===== src/rtl/mem_data_interface.sv =====
// Memory-side MAR/MDR holder that runs single-word read/write transactions
// over a req/ack handshake, with a bounded wait and a timeout abort.
module mem_data_interface #(
    parameter int ADDR_W  = 9,
    parameter int TIMEOUT = 15
) (
    input  logic              clk,
    input  logic              clr,
    input  logic [31:0]       BusMuxOut,
    input  logic              MARin,
    input  logic              MDRin,
    input  logic              rd_start,
    input  logic              wr_start,
    input  logic [31:0]       mem_rdata,
    input  logic              mem_ack,
    output logic [ADDR_W-1:0] mem_addr,
    output logic [31:0]       mem_wdata,
    output logic              mem_req,
    output logic              mem_we,
    output logic [31:0]       mdr_out,
    output logic              busy,
    output logic              done,
    output logic              err
);
    localparam int CNT_W = $clog2(TIMEOUT + 1);
    localparam logic [CNT_W-1:0] CNT_LAST = CNT_W'(TIMEOUT - 1);

    typedef enum logic [1:0] {
        ST_IDLE = 2'd0,
        ST_WAIT = 2'd1,
        ST_DONE = 2'd2
    } state_t;

    state_t            r_state;
    logic [ADDR_W-1:0] r_mar;
    logic [31:0]       r_mdr;
    logic [CNT_W-1:0]  r_wait_cnt;
    logic              r_req;
    logic              r_we;
    logic              r_busy;
    logic              r_done;
    logic              r_err;

    always_ff @(posedge clk or posedge clr) begin
        if (clr) begin
            r_state    <= ST_IDLE;
            r_mar      <= '0;
            r_mdr      <= '0;
            r_wait_cnt <= '0;
            r_req      <= 1'b0;
            r_we       <= 1'b0;
            r_busy     <= 1'b0;
            r_done     <= 1'b0;
            r_err      <= 1'b0;
        end else begin
            case (r_state)
                ST_IDLE: begin
                    if (MARin) r_mar <= BusMuxOut[ADDR_W-1:0];
                    if (MDRin) r_mdr <= BusMuxOut;
                    if (rd_start || wr_start) begin
                        r_state    <= ST_WAIT;
                        r_req      <= 1'b1;
                        r_we       <= wr_start & ~rd_start;
                        r_busy     <= 1'b1;
                        r_wait_cnt <= '0;
                    end
                end
                ST_WAIT: begin
                    r_wait_cnt <= r_wait_cnt + CNT_W'(1);
                    // An ack arriving on the last allowed cycle still counts as success.
                    if (mem_ack) begin
                        if (!r_we) r_mdr <= mem_rdata;
                        r_state <= ST_DONE;
                        r_req   <= 1'b0;
                        r_we    <= 1'b0;
                        r_done  <= 1'b1;
                        r_err   <= 1'b0;
                    end else if (r_wait_cnt == CNT_LAST) begin
                        r_state <= ST_DONE;
                        r_req   <= 1'b0;
                        r_we    <= 1'b0;
                        r_done  <= 1'b1;
                        r_err   <= 1'b1;
                    end
                end
                ST_DONE: begin
                    r_state <= ST_IDLE;
                    r_busy  <= 1'b0;
                    r_done  <= 1'b0;
                    r_err   <= 1'b0;
                end
                default: begin
                    r_state <= ST_IDLE;
                    r_req   <= 1'b0;
                    r_we    <= 1'b0;
                    r_busy  <= 1'b0;
                    r_done  <= 1'b0;
                    r_err   <= 1'b0;
                end
            endcase
        end
    end

    assign mem_addr  = r_mar;
    assign mem_wdata = r_mdr;
    assign mdr_out   = r_mdr;
    assign mem_req   = r_req;
    assign mem_we    = r_we;
    assign busy      = r_busy;
    assign done      = r_done;
    assign err       = r_err;
endmodule


===== config.mk =====
export PLATFORM = sky130hd
export DESIGN_NAME = mem_data_interface
export DESIGN_NICKNAME = d
export VERILOG_FILES = /design/src/rtl/mem_data_interface.sv
export SDC_FILE = /design/constraint.sdc
export NUM_CORES = 1
export LEC_CHECK = 0
export ABC_AREA = 1
export BUFFER_PORTS_ARGS = -buffer_cell sky130_fd_sc_hd__buf_2
export CELL_PAD_IN_SITES_DETAIL_PLACEMENT = 1
export CELL_PAD_IN_SITES_GLOBAL_PLACEMENT = 1
export CORE_ASPECT_RATIO = 0.75
export CORE_UTILIZATION = 28
export CTS_BUF_LIST = sky130_fd_sc_hd__clkbuf_8
export CTS_CLUSTER_DIAMETER = 40
export DETAILED_ROUTE_END_ITERATION = 10
export PLACE_DENSITY = 0.76
export SLEW_MARGIN = 5
export SYNTH_ARGS = -nofsm -noshare
export SYNTH_HDL_FRONTEND = slang
export SYNTH_SLANG_ARGS = --single-unit

===== constraint.sdc =====
create_clock -name clk -period 1.4 [get_ports clk]
set_input_delay 0.07 -clock clk [delete_from_list [all_inputs] [get_ports clk]]
set_output_delay 0.07 -clock clk [all_outputs]
set_load 0.005 [all_outputs]

==> qor.yml <==
ir_drop_v: 0.000628
dpl_worst_slack_ns: 0.0423
cts_tree: "yes"
criticalPathCategory: "reg -> reg"
htreeDepth: 2
grt_overflow: 0
drtIter0Drc: 108
regArea_um2: 1300
yosysUniqueCellTypes: 16
multi_input_area_um2: 1090
fin_skew_ns: 0.00385
drive_gt1_share_pct: 36.7
gp_congestion: 0.777
wl_per_cell_um: 13.2
num_io_pins: 149
crit_path_cell_trace: "nor2_4 -> nand2_1 -> nand2_2 -> buf_4 -> nand2_1 -> nand2_1"
power.internal_mw: 4.43
syn_inst: 370
antenna_left: 0
grt_pass1_wl_um: 13000
setup_violations: 0
syn_area_um2: 2760
final.fill_count: 1266
dpl.hpwl_um: 6390
final_common_cell: "nand2_1"
wl_met1_um: 3890
p_per_area_nw_per_um2: 2120
rows: 31
cp_num_buf_inv: 1
top_layer: "met4"
critPathArrivalTime_ns: 1.56
swShare_pct: 42.5
area_delta_synth_final_pct: 31.7
drc_errors: 0
cts_buffer_depth: 2
hold_class: "in -> reg"
dr.pass1.iters: 6
layout_min_cycle_time_ns: 1.31
vias: 2778
wirelength_um: 8260
crit_top_cell: "nand2_1"
grt_max_degree: 33
wl_met3_um: 403
syn-num-nets: 443
cts-root-buf: "clkbuf_8"
ys_seq_area_share_pct: 47.1
initial_utilization_pct: 28.7
via_per_inst: 4.42
fin_hold_ws_ns: 0.0221
die_h_um: 88.0
cpMaxStageDelayCell: "dfrtp_1"
syn_area_per_cell_um2: 7.47
fin_ws_ns: 0.0865
ys_ff_latch: 52
dieWidth_um: 117
timing.fmax_mhz: 761
grt_use_total_pct: 16.4
coreArea_um2: 9620
antenna_found_initial: 0
n_antenna_cell: 0
slew_violations: 0
required_ns: 1.64
finalNetCount: 568
clkLatencyLatePin_ns: 0.30
max_cap_violations: 0
cp_max_fo: 9
combPwrFrac_pct: 53.2
route.met2.wl_um: 3890
relSlewSlack_pct: 66.9
numCtsBuffers: 5
die-area_um2: 10300
period_share_pct: 93.8
worst_setup_path_end_kind: "flip-flop"
worst_pin_slew_ns: 0.496
layout_common_cells: "nand2_1 (188), buf_2 (148), dfrtp_1 (52)"
switchingPower_mw: 3.27
seqPwrFrac_pct: 35.4
final_core_util_pct: 37.8
clock-sinks: 52
crit_family: "simple AND/OR/NAND/NOR gates"
portBuffers: 148
hold_viol: 0
grt_pass1_vias: 2696
slowest_delay_ns: 0.45
yosys_warnings: 0
pwr-share-clk_pct: 11.3
status: "complete, no violations"
cellLeakagePower_nw: 2.21
path_clk_slew_ns: 0.09
startpoint_type: "flip-flop"
state kept, by name, indices dropped and copies added (netlist names):
signal      cells
mem_addr        9
r_wait_cnt      4
err             1
mem_we          1
mem_req         1
mdr_out        32
r_state         2
done            1
busy            1
area by class of cell:
| type | count | share of cell area [%] |
|---|---|---|
| Tap cell | 132 | 4.54 |
| Clock inverter | 2 | 0.206 |
| Clock buffer | 6 | 2.27 |
| Inverter | 13 | 1.34 |
| Multi-Input combinational cell | 256 | 29.8 |
| Sequential cell | 52 | 35.8 |
| Timing Repair Buffer | 167 | 26.1 |
cells by family (layout without fill, tap and decap cells):
kind of cell             after synthesis  after routing  share of synthesized area, %
AO/OA/AOI/OAI                         13             13                          2.35
flip-flops                            52             52                          47.1
AND/OR/NAND/NOR                      241            241                          35.9
adder cells (fa/ha/maj)                2              2                         0.905
buffers and inverters                 62            188                          13.8
cell usage after synthesis:
cell type / number / area, um2
inv_2: 2 / 7.51
dfrtp_1: 52 / 1300
nand3_1: 44 / 220
ha_1: 2 / 25.0
buf_2: 14 / 70.1
nand2_2: 2 / 12.5
o21ai_0: 11 / 55.1
or2_2: 2 / 12.5
inv_1: 11 / 41.3
nor2_1: 1 / 3.75
nor2_4: 2 / 22.5
buf_4: 35 / 263
nand3b_1: 1 / 7.51
nand2_1: 188 / 706
nand4_1: 1 / 6.26
o21ai_1: 2 / 10.0
final timing paths:
kind	from	endpoint	slack (ns)	cells past startpoint
worst max-delay path	r_state[1]	mdr_out[12]	0.09	6
worst min-delay path	BusMuxOut[3]	mem_addr[3]	0.02	3
worst max register to register	r_state[1]	mdr_out[12]	0.09	6
worst min register to register	mem_addr[2]	mem_addr[2]	0.48	2
max in group asynchronous	clr	mdr_out[26]	0.53	4
min in group asynchronous	clr	mdr_out[20]	0.35	3
per-stage QoR:
step                TNS [ns]  cells  area (um2)  power, mW
finish                     0    628        3640       7.71
global route         -0.0160    628        3640       8.51
CTS                        0    623        3600       7.73
detailed placement         0    614        3500       6.84
global placement           0    614        3500       6.63
floorplan                  0    370        2760       5.38
power by group through the flow:
stage / clock (mW) / combinational [mW] / sequential [mW]
after floorplan: 0 / 2.65 / 2.73
after global placement: 0 / 3.90 / 2.73
after detailed placement: 0 / 4.06 / 2.78
after CTS: 0.901 / 4.07 / 2.76
after global routing: 0.956 / 4.71 / 2.85
final: 0.872 / 4.10 / 2.73
routing by layer:
metal / vias to the layer above / GRT usage, %
li1: 1365 / -
met1: 1326 / 21.2
met2: 79 / 28.2
met3: 8 / 3.39
met4: 0 / 3.68
met5: - / 0
tightest hold or removal path, delay by kind of cell:
kind | cells | cell delay [ns]
buffers and inverters | 1 | 0.09
AND/OR/NAND/NOR | 2 | 0.13
repair_timing:
item	4_1_cts	5_1_grt
hold buffers	1	0
gates resized for setup	0	1
setup buffers	0	5
endpoints found under the hold margin	19	0
setup endpoints to repair	0	40
Power figures use the tool's default switching activity.
